<file path="config.mk">
export PLATFORM = sky130hd
export DESIGN_NAME = rom_arbiter
export DESIGN_NICKNAME = d
export VERILOG_FILES = /design/src/rtl/rom_arbiter_pkg.sv /design/src/rtl/rr_arb2.sv /design/src/rtl/rom_arbiter.sv
export SDC_FILE = /design/constraint.sdc
export NUM_CORES = 1
export LEC_CHECK = 0
export ABC_AREA = 1
export CORE_MARGIN = 1
export CORE_UTILIZATION = 45
export DETAILED_ROUTE_END_ITERATION = 6
export PLACE_DENSITY_LB_ADDON = 0.1
export SLEW_MARGIN = 20
export SYNTH_ARGS = -nofsm -noshare
export SYNTH_HDL_FRONTEND = slang
export SYNTH_HIERARCHICAL = 1
export SYNTH_SLANG_ARGS = --single-unit
</file>
<file path="constraint.sdc">
create_clock -name clk -period 3.95 [get_ports clk]
set_input_delay 0.79 -clock clk [delete_from_list [all_inputs] [get_ports clk]]
set_output_delay 0.79 -clock clk [all_outputs]
set_load 0.01 [all_outputs]
</file>
<file path="src/rtl/rom_arbiter_pkg.sv">
// Shared definitions for the ROM arbiter: port-id encoding, default widths
// and the in-flight response tag used by the fetch and load paths.
package rom_arbiter_pkg;

    localparam int DEFAULT_ADDR_WIDTH = 5;
    localparam int DEFAULT_WIDTH      = 32;

    typedef enum logic {
        PORT_FETCH = 1'b0,
        PORT_DATA  = 1'b1
    } port_id_e;

    typedef struct packed {
        logic     valid;
        port_id_e port;
    } tag_t;

endpackage

</file>
<file path="src/rtl/rr_arb2.sv">
// Two-request round-robin arbiter with a one-hot combinational grant; the
// priority pointer moves only when a grant is issued.
module rr_arb2
    import rom_arbiter_pkg::*;
(
    input  logic       clk,
    input  logic       rst_n,
    input  logic [1:0] i_req,
    output logic [1:0] o_gnt
);

    port_id_e r_prio;

    always_comb begin
        o_gnt = 2'b00;
        if (i_req[0] && (!i_req[1] || r_prio == PORT_FETCH)) begin
            o_gnt[0] = 1'b1;
        end else if (i_req[1]) begin
            o_gnt[1] = 1'b1;
        end
    end

    // The port that just won drops to lowest priority for the next tie.
    always_ff @(posedge clk) begin
        if (!rst_n) begin
            r_prio <= PORT_FETCH;
        end else if (o_gnt[0]) begin
            r_prio <= PORT_DATA;
        end else if (o_gnt[1]) begin
            r_prio <= PORT_FETCH;
        end
    end

endmodule

</file>
<file path="src/rtl/rom_arbiter.sv">
// Shares one synchronous ROM between a fetch port and a data port, one
// grant per cycle, with a single-entry in-flight tag steering the response.
module rom_arbiter
    import rom_arbiter_pkg::*;
#(
    parameter int ADDR_WIDTH = DEFAULT_ADDR_WIDTH,
    parameter int WIDTH      = DEFAULT_WIDTH
) (
    input  logic                  clk,
    input  logic                  rst_n,
    input  logic                  r0_valid,
    input  logic [ADDR_WIDTH-1:0] r0_addr,
    output logic                  r0_ready,
    output logic                  r0_rsp_valid,
    output logic [WIDTH-1:0]      r0_rsp_data,
    input  logic                  r1_valid,
    input  logic [ADDR_WIDTH-1:0] r1_addr,
    output logic                  r1_ready,
    output logic                  r1_rsp_valid,
    output logic [WIDTH-1:0]      r1_rsp_data,
    output logic [ADDR_WIDTH-1:0] rom_addr,
    input  logic [WIDTH-1:0]      rom_q
);

    logic [1:0]            w_req;
    logic [1:0]            w_gnt;
    logic                  w_grant;
    logic [ADDR_WIDTH-1:0] w_gnt_addr;
    logic [ADDR_WIDTH-1:0] r_addr;
    tag_t                  r_tag;
    logic [WIDTH-1:0]      r_hold0;
    logic [WIDTH-1:0]      r_hold1;

    // Masking requests with rst_n keeps ready low through reset cycles.
    assign w_req = {r1_valid, r0_valid} & {2{rst_n}};

    rr_arb2 u_arb (
        .clk   (clk),
        .rst_n (rst_n),
        .i_req (w_req),
        .o_gnt (w_gnt)
    );

    assign r0_ready   = w_gnt[0];
    assign r1_ready   = w_gnt[1];
    assign w_grant    = |w_gnt;
    assign w_gnt_addr = w_gnt[1] ? r1_addr : r0_addr;
    assign rom_addr   = w_grant ? w_gnt_addr : r_addr;

    always_ff @(posedge clk) begin
        if (!rst_n) begin
            r_addr <= '0;
            r_tag  <= '0;
        end else begin
            r_tag.valid <= w_grant;
            r_tag.port  <= w_gnt[1] ? PORT_DATA : PORT_FETCH;
            if (w_grant) begin
                r_addr <= w_gnt_addr;
            end
        end
    end

    // Gating with rst_n discards a read that was in flight when reset hit.
    assign r0_rsp_valid = rst_n && r_tag.valid && (r_tag.port == PORT_FETCH);
    assign r1_rsp_valid = rst_n && r_tag.valid && (r_tag.port == PORT_DATA);

    always_ff @(posedge clk) begin
        if (!rst_n) begin
            r_hold0 <= '0;
            r_hold1 <= '0;
        end else begin
            if (r0_rsp_valid) begin
                r_hold0 <= rom_q;
            end
            if (r1_rsp_valid) begin
                r_hold1 <= rom_q;
            end
        end
    end

    assign r0_rsp_data = r0_rsp_valid ? rom_q : r_hold0;
    assign r1_rsp_data = r1_rsp_valid ? rom_q : r_hold1;

endmodule

</file>
==> results.py, run 1 <==
metrics = {
    "status": {
        "outcome": "completed",
    },
    "clock_network": {
        "clkLatencyLatePin_ns": 0.33,
        "cts_root_buf": "clkbuf_8",
        "clock_path_buffers": 2,
        "clkSlewWorstSetupHoldPaths_ns": 0.07,
        "htree_levels": 3,
        "cts.sinks": 72,
        "tritoncts": "yes",
        "postCtsHoldBufs": 0,
        "cts_setup_buffers": 0,
        "ctsResizeCount": 0,
        "cts_made_buffers": 9,
    },
    "setup_path": {
        "crit_type": "in -> out",
        "slowest_delay_ns": 0.55,
        "cp-end-kind": "primary output",
        "cp-start-kind": "input pin",
        "cp_common_cell": "nand2_1",
        "arrival_ns": 2.76,
        "path_cells": "clkdlybuf4s50_1 > nand2_1 > inv_1 > nand2_1 > and2_1 > nor2_1 > nand2_1 > nand3_1 > clkdlybuf4s50_1",
        "slowest_stage": "clkdlybuf4s50_1",
        "required_ns": 3.16,
        "crit_fanout": 7,
    },
    "global_route": {
        "grt_pass1_vias": 3208,
        "grt_usage_pct": 20.4,
        "grt_overflow_total": 0,
        "grt_pass1_wl_um": 13900,
        "antenna_found_initial": 0,
        "grt_max_degree": 66,
    },
    "die": {
        "fp.dieArea_sq_um": 8260,
        "num_io_pins": 119,
        "start_util_pct": 46.3,
        "die_y_um": 90.9,
        "core_sq_um": 7690,
        "die_w_um": 90.9,
        "rows": 32,
    },
    "layout": {
        "syn_to_final_growth_pct": 36.9,
        "n_fill_cell": 751,
        "final_common_cell": "nand2_1",
        "layout_common_cells": "nand2_1 (180), inv_1 (171), clkdlybuf4s50_1 (117)",
        "stdcell_count": 781,
        "nets": 721,
        "antenna-diode-count": 0,
        "drive_above_1_share_pct": 3.98,
    },
    "route": {
        "ant_nets": 0,
        "firstDrtPassIters": 4,
        "drtIter0Drc": 156,
        "viasPerCell": 4.40,
        "drc": 0,
        "wl_um": 8170,
        "wire_per_inst_um": 10.5,
        "vias": 3435,
    },
    "synthesis": {
        "synth_compound_area_share_pct": 0.211,
        "synth_seq_area_share_pct": 40.5,
        "syn_area_per_cell_sq_um": 6.23,
        "synthAdderAreaFrac_pct": 0,
        "yosysUniqueCellTypes": 16,
        "synthMuxAreaShare_pct": 0,
        "synth_top_family_by_area": "simple AND/OR/NAND/NOR gates",
        "syn_nets": 617,
        "synthXorXnorAreaFrac_pct": 0,
        "ys_seq_elements": 72,
        "yosys.area_share.simple_pct": 35.2,
        "syn_inst": 571,
        "synth.cell_area_sq_um": 3560,
        "yosysWarnings": 6,
    },
    "sta": {
        "hold_violations": 0,
        "slew_headroom_pct": 40.8,
        "finalCriticalPeriod_ns": 3.55,
        "max_freq_ghz": 0.281,
        "tightest_slew_ns": 0.888,
        "final.setup_skew_ns": 0.00707,
        "period_share_pct": 89.9,
        "rsz0062_at_grt": "false",
        "slew_violations": 0,
        "finalSetupViolations": 0,
        "tns_ns": 0,
    },
    "run": {
        "maxCapViolations": 0,
    },
    "placed_design": {
        "dp_cells": 766,
        "post-dp-hpwl_um": 5470,
        "place_congestion": 0.755,
        "place.port_buffers": 118,
    },
    "power": {
        "peakVddDrop_v": 0.000196,
        "power_density_nw_per_um2": 320,
        "leakage_nw": 2.81,
    },
    "hold_path": {
        "min_path_type": "reg -> reg",
    },
}
cells by family (layout without fill, tap and decap cells):
kind of cell	count (synthesis)	in the layout
compound gates	1	1
flops	72	72
buf+inv	203	311
simple gates	295	295
critical path, delay by kind of cell:
kind                   cells  cell delay, ns
buffers and inverters      3            1.08
and+or+nand+nor            6            0.89
metal layers:
| metal | global-route usage [%] | up-vias | part of all wire (%) | wire [um] |
|---|---|---|---|---|
| met4 | 6.88 | 0 | 1.2 | 99 |
| li1 | - | 1811 | - | - |
| met3 | 3.70 | 9 | 5.5 | 452 |
| met1 | 24.7 | 1525 | 45 | 3660 |
| met5 | 0 | - | 0 | 0 |
| met2 | 36.0 | 90 | 48 | 3960 |
Yosys cell counts, drive strengths merged:
cell | instances | area (sq um)
a21boi | 1 | 7.51
and2 | 1 | 6.26
buf | 29 | 201
clkbuf | 1 | 3.75
dfxtp | 72 | 1440
inv | 173 | 649
nand2 | 181 | 687
nand3 | 12 | 85.1
nand4 | 32 | 200
nor2 | 69 | 275
flip-flops by register name, indices dropped and copies added (netlist names):
register	cells
r_hold0	32
r_hold1	32
u_arb/r_prio	1
r_addr	5
r_tag	2
cell type report:
| class | instances | area, sq um | area share (%) |
|---|---|---|---|
| sequential | 72 | 1440 | 29.6 |
| clock inverter | 3 | 17.5 | 0.360 |
| inverter | 173 | 651 | 13.4 |
| timing repair buffer | 123 | 1210 | 24.9 |
| tap | 102 | 128 | 2.62 |
| multi-input combinational | 296 | 1260 | 25.9 |
| clock buffer | 12 | 155 | 3.19 |
path summary, 6_finish.rpt:
check | from | endpoint | slack [ns] | cells past startpoint
worst max-delay path | r1_valid | rom_addr[0] | 0.40 | 9
worst min-delay path | u_arb/r_prio | u_arb/r_prio | 0.52 | 2
worst max register to register | r_tag[0] | r_hold1[29] | 2.18 | 4
worst min register to register | u_arb/r_prio | u_arb/r_prio | 0.52 | 2
per-stage QoR:
stage	hold WS (ns)	total power, mW	worst slack, ns	util (%)	area (sq um)
floorplan	0.475	0.926	1.14	-	3560
detailed placement	0.498	1.07	0.404	61.1	4690
CTS	0.513	1.58	0.388	63.3	4870
global route	0.558	1.64	0.245	63.3	4870
finish	0.518	1.56	0.397	63.3	4870
global placement	0.492	1.06	0.512	61.1	4690
where the power goes:
group          internal [mW]  total [mW]  switching (mW)
clock                  0.257       0.507           0.250
sequential             0.751       0.766          0.0147
combinational          0.145       0.286           0.141
Note: power is estimated with default switching activity, not from simulation.
==> run 2, diff against run 1 <==
Settings changed: SYNTH_HIERARCHICAL 1 to not set.
==> results.py, run 2 <==
metrics = {
    "status": {
        "outcome": "completed",
    },
    "run": {
        "maxCapViolations": 0,
    },
    "synthesis": {
        "yosysUniqueCellTypes": 23,
        "synth_most_common_cell": "inv_1",
        "synth_edf_count": 0,
        "syn_area_per_cell_sq_um": 7.27,
        "yosys.area.top_type": "dfxtp_1",
        "synth_top_area_share_pct": 45.7,
        "synth_seq_area_share_pct": 45.7,
        "ys_seq_elements": 72,
        "syn_inst": 434,
        "yosys_most_used_dff": "dfxtp_1",
        "synthTopCellsByCount": "inv_1 (107), dfxtp_1 (72), nor2_1 (72)",
        "synth.cell_area_sq_um": 3150,
        "ys_async_sr_fraction_pct": 0,
        "synth_area_leaders": "dfxtp_1 (46%), inv_1 (13%), nor2_1 (8.6%)",
        "yosysWarnings": 0,
        "syn_nets": 480,
    },
    "die": {
        "rows": 30,
        "num_io_pins": 119,
        "start_util_pct": 46.4,
        "fp.dieArea_sq_um": 7350,
        "die_y_um": 85.7,
        "die_w_um": 85.7,
        "core_sq_um": 6790,
    },
    "power": {
        "intPower_mw": 1.35,
        "power_frac_comb_pct": 21.6,
        "p_switching_mw": 0.454,
        "clkPwrFrac_pct": 35.2,
        "seq_power_share_pct": 43.1,
        "power_density_nw_per_um2": 392,
        "leakage_nw": 2.51,
        "peakVddDrop_v": 0.000220,
        "switching_share_pct": 25.2,
    },
    "global_route": {
        "grt_pass1_vias": 2656,
        "grt_usage_pct": 19.6,
        "grt_overflow_total": 0,
        "antenna_found_initial": 0,
        "grt_pass1_wl_um": 11400,
        "grt_max_degree": 46,
    },
    "setup_path": {
        "crit_type": "in -> out",
        "r2r.worst_path.cells": 5,
        "required_ns": 3.16,
        "cp-start-kind": "input pin",
        "cp-end-kind": "primary output",
        "arrival_ns": 2.86,
        "crit_fanout": 33,
    },
    "hold_path": {
        "min_path_type": "reg -> reg",
        "holdPathStages": 4,
    },
    "layout": {
        "nets": 594,
        "final_common_cell": "clkdlybuf4s50_1",
        "n_fill_cell": 602,
        "antenna-diode-count": 0,
        "layout_common_cells": "clkdlybuf4s50_1 (118), inv_1 (107), nor2_1 (72), dfxtp_1 (72), nand2_1 (49)",
        "drive_above_1_share_pct": 13.6,
        "reg.largest.list": "r_hold0: 32 flops, r_hold1: 32 flops, r_addr: 5 flops",
        "design_area_sq_um": 4590,
        "syn_to_final_growth_pct": 45.6,
        "stdcell_count": 649,
    },
    "route": {
        "wl_um": 6750,
        "drtIter0Drc": 85,
        "wire_per_inst_um": 10.4,
        "viasPerCell": 4.35,
        "firstDrtPassIters": 4,
        "vias": 2822,
        "ant_nets": 0,
        "drc": 0,
    },
    "sta": {
        "slew_violations": 0,
        "period_share_pct": 92.4,
        "final.setup_skew_ns": 0.00764,
        "tns_ns": 0,
        "finalSetupViolations": 0,
        "max_freq_ghz": 0.274,
        "slew_headroom_pct": 76.8,
        "tightest_slew_ns": 0.347,
        "rsz0062_at_grt": "false",
        "hold_violations": 0,
        "finalCriticalPeriod_ns": 3.65,
    },
    "clock_network": {
        "postCtsHoldBufs": 0,
        "clock_path_buffers": 2,
        "cts.sinks": 72,
        "cts_root_buf": "clkbuf_8",
        "ctsResizeCount": 0,
        "cts_setup_buffers": 0,
        "clkSlewWorstSetupHoldPaths_ns": 0.07,
        "clkLatencyLatePin_ns": 0.34,
        "htree_levels": 3,
        "cts_made_buffers": 9,
        "tritoncts": "yes",
    },
    "placed_design": {
        "place_congestion": 0.759,
        "place_area_sq_um": 4370,
        "post-dp-hpwl_um": 4770,
        "place.port_buffers": 118,
        "dp_cells": 633,
    },
}
==> run 2: cell type report <==
type                    count  area, sq um  area share [%]
clock buffers              11          141            3.08
clock inverters             5         80.1            1.74
inverters                 109          412            8.97
multi-input cells         233         1160            25.4
flip-flops and latches     72         1440            31.4
well taps                  96          120            2.62
repair buffers            123         1230            26.8
==> run 2: final timing paths <==
| path | startpoint | end | slack (ns) |
|---|---|---|---|
| setup / recovery | rst_n | r1_rsp_data[1] | 0.30 |
| hold / removal | r_hold0[18] | r_hold0[18] | 0.52 |
| setup reg to reg | r_tag[1] | r_hold1[1] | 2.63 |
| hold reg to reg | r_hold0[18] | r_hold0[18] | 0.52 |
==> run 2: cell families (layout without fill, tap and decap cells) <==
group | Yosys count | count (layout) | share of synthesized area (%)
AND/OR/NAND/NOR | 162 | 162 | 22.9
buffers and inverters | 129 | 248 | 17.3
flip-flops | 72 | 72 | 45.7
AO/OA/AOI/OAI | 71 | 71 | 14.0
==> run 2: per-layer routing <==
layer  share of wire, %  up-vias  global-route usage (%)
li1                   -     1496                       -
met1                 45     1237                    23.4
met2                 47       81                    33.1
met3                6.2        8                    5.20
met4                1.6        0                    8.64
met5                  0        -                       0
==> run 2: power by group through the flow <==
stage	Combinational, mW	Sequential (mW)	Clock [mW]
final	0.389	0.777	0.634
after global routing	0.431	0.781	0.687
after CTS	0.394	0.777	0.655
after detailed placement	0.391	0.794	0
after global placement	0.388	0.792	0
after floorplan	0.195	0.791	0
==> run 2: per-stage QoR <==
step	setup WS [ns]	utilization, %	power (mW)	hold slack (ns)
3_3_place_gp	0.359	64.3	1.18	0.507
6_report	0.299	67.6	1.80	0.524
5_1_grt	0.131	67.6	1.90	0.547
4_1_cts	0.288	67.6	1.83	0.528
2_1_floorplan	1.67	-	0.985	0.500
3_5_place_dp	0.288	64.3	1.18	0.516
==> run 2: worst max-delay path, cell delays in order <==
cell and delay [ns]:
clkdlybuf4s50_1 0.66, nand3_4 0.24, inv_4 0.28, or2_2 0.16, o21ai_0 0.10, inv_1 0.07, clkdlybuf4s50_1 0.53
==> run 3, diff against run 2 <==
Settings changed: RECOVER_POWER set to 100.
==> results.py, run 3 (synthesis gave the netlist of run 2 again) <==
metrics = {
    "status": {
        "outcome": "completed",
    },
    "global_route": {
        "grt_usage_pct": 19.6,
        "antenna_found_initial": 0,
        "grt_max_degree": 46,
        "grt_overflow_total": 0,
        "grt_pass1_wl_um": 11400,
        "grt_pass1_vias": 2656,
    },
    "power": {
        "leakage_nw": 2.67,
        "peakVddDrop_v": 0.000217,
        "power_density_nw_per_um2": 387,
    },
    "hold_path": {
        "min_path_type": "reg -> reg",
    },
    "layout": {
        "nets": 594,
        "layout_common_cells": "inv_1 (108), nor2_1 (72), dlygate4sd3_1 (72), dfxtp_1 (72), nand2_1 (49)",
        "drive_above_1_share_pct": 12.8,
        "reg.largest.list": "r_hold0: 32 flops, r_hold1: 32 flops, r_addr: 5 flops",
        "final_common_cell": "inv_1",
        "stdcell_count": 649,
        "fin_util_pct": 67.3,
        "antenna-diode-count": 0,
        "syn_to_final_growth_pct": 45.1,
    },
    "route": {
        "wire_per_inst_um": 10.4,
        "drc": 0,
        "drtIter0Drc": 79,
        "wl_um": 6740,
        "firstDrtPassIters": 4,
        "ant_nets": 0,
        "viasPerCell": 4.34,
        "vias": 2815,
    },
    "setup_path": {
        "arrival_ns": 2.89,
        "r2r_slack_ns": 2.51,
        "cp-start-kind": "input pin",
        "required_ns": 3.16,
        "crit_type": "in -> out",
        "crit_fanout": 33,
        "cp-end-kind": "primary output",
    },
    "placed_design": {
        "pre_cts_ws_ns": 0.288,
        "place_congestion": 0.759,
        "post-dp-hpwl_um": 4770,
        "dp_cells": 633,
        "place.port_buffers": 118,
    },
    "sta": {
        "max_freq_ghz": 0.271,
        "finalSetupViolations": 0,
        "worst_slack_ns": 0.265,
        "period_share_pct": 93.3,
        "tns_ns": 0,
        "slew_violations": 0,
        "slew_headroom_pct": 3.47,
        "hold_violations": 0,
        "final.setup_skew_ns": 0.00794,
        "finalCriticalPeriod_ns": 3.68,
        "tightest_slew_ns": 1.45,
        "rsz0062_at_grt": "false",
    },
    "die": {
        "core_sq_um": 6790,
        "rows": 30,
        "start_util_pct": 46.4,
        "num_io_pins": 119,
        "fp.dieArea_sq_um": 7350,
        "die_w_um": 85.7,
        "die_y_um": 85.7,
    },
    "clock_network": {
        "tritoncts": "yes",
        "cts.sinks": 72,
        "clkLatencyLatePin_ns": 0.34,
        "ctsResizeCount": 0,
        "cts_setup_buffers": 0,
        "postCtsHoldBufs": 0,
        "clkSlewWorstSetupHoldPaths_ns": 0.07,
        "htree_levels": 3,
        "cts_made_buffers": 9,
        "clock_path_buffers": 2,
        "cts_root_buf": "clkbuf_8",
    },
    "run": {
        "maxCapViolations": 0,
    },
}
[run 3: changes by cell type in the layout (fill, tap and decap cells not counted)]
| cell | delta |
|---|---|
| nand3_2 | -1 |
| o21ai_0 | +9 |
| o21ai_1 | -9 |
| clkbuf_2 | +1 |
| nand3_1 | +1 |
| dlygate4sd3_1 | +72 |
| clkbuf_1 | +2 |
| buf_4 | -3 |
| inv_2 | -1 |
| clkdlybuf4s50_1 | -72 |
| inv_1 | +1 |
[run 3: routing by layer]
metal / GRT usage (%) / wire length, um
met1: 23.4 / 3090
met2: 33.1 / 3180
met3: 5.20 / 366
met4: 8.64 / 106
met5: 0 / 0
[run 3: stage by stage]
step / hold slack (ns) / power, mW / area (sq um)
floorplan: 0.500 / 0.985 / 3150
global placement: 0.507 / 1.18 / 4370
detailed placement: 0.516 / 1.18 / 4370
CTS: 0.528 / 1.83 / 4590
global route: 0.547 / 1.87 / 4580
finish: 0.523 / 1.77 / 4580
[run 3: cell type report]
type	instances	area [sq um]
clock inverter	5	80.1
inverter	109	412
sequential	72	1440
fill	605	2220
timing repair buffer	123	1220
multi-input combinational	233	1160
clock buffer	11	141
tap	96	120
[run 3: final timing paths]
kind,startpoint,endpoint,depth (start not counted)
hold reg to reg,r_hold0[18],r_hold0[18],4
hold / removal,r_hold0[18],r_hold0[18],4
setup reg to reg,r_tag[0],r_hold0[9],6
setup / recovery,rst_n,r1_rsp_data[27],7
[run 3: power breakdown]
group / internal [mW] / total (mW) / switching (mW)
registers: 0.766 / 0.777 / 0.0110
logic: 0.184 / 0.360 / 0.177
clock network: 0.372 / 0.635 / 0.263
[run 3: critical path, cell delays in order]
cell	delay, ns
clkdlybuf4s50_1	0.62
nand3_4	0.23
inv_4	0.28
or2_2	0.16
o21ai_0	0.12
inv_1	0.07
dlygate4sd3_1	0.60
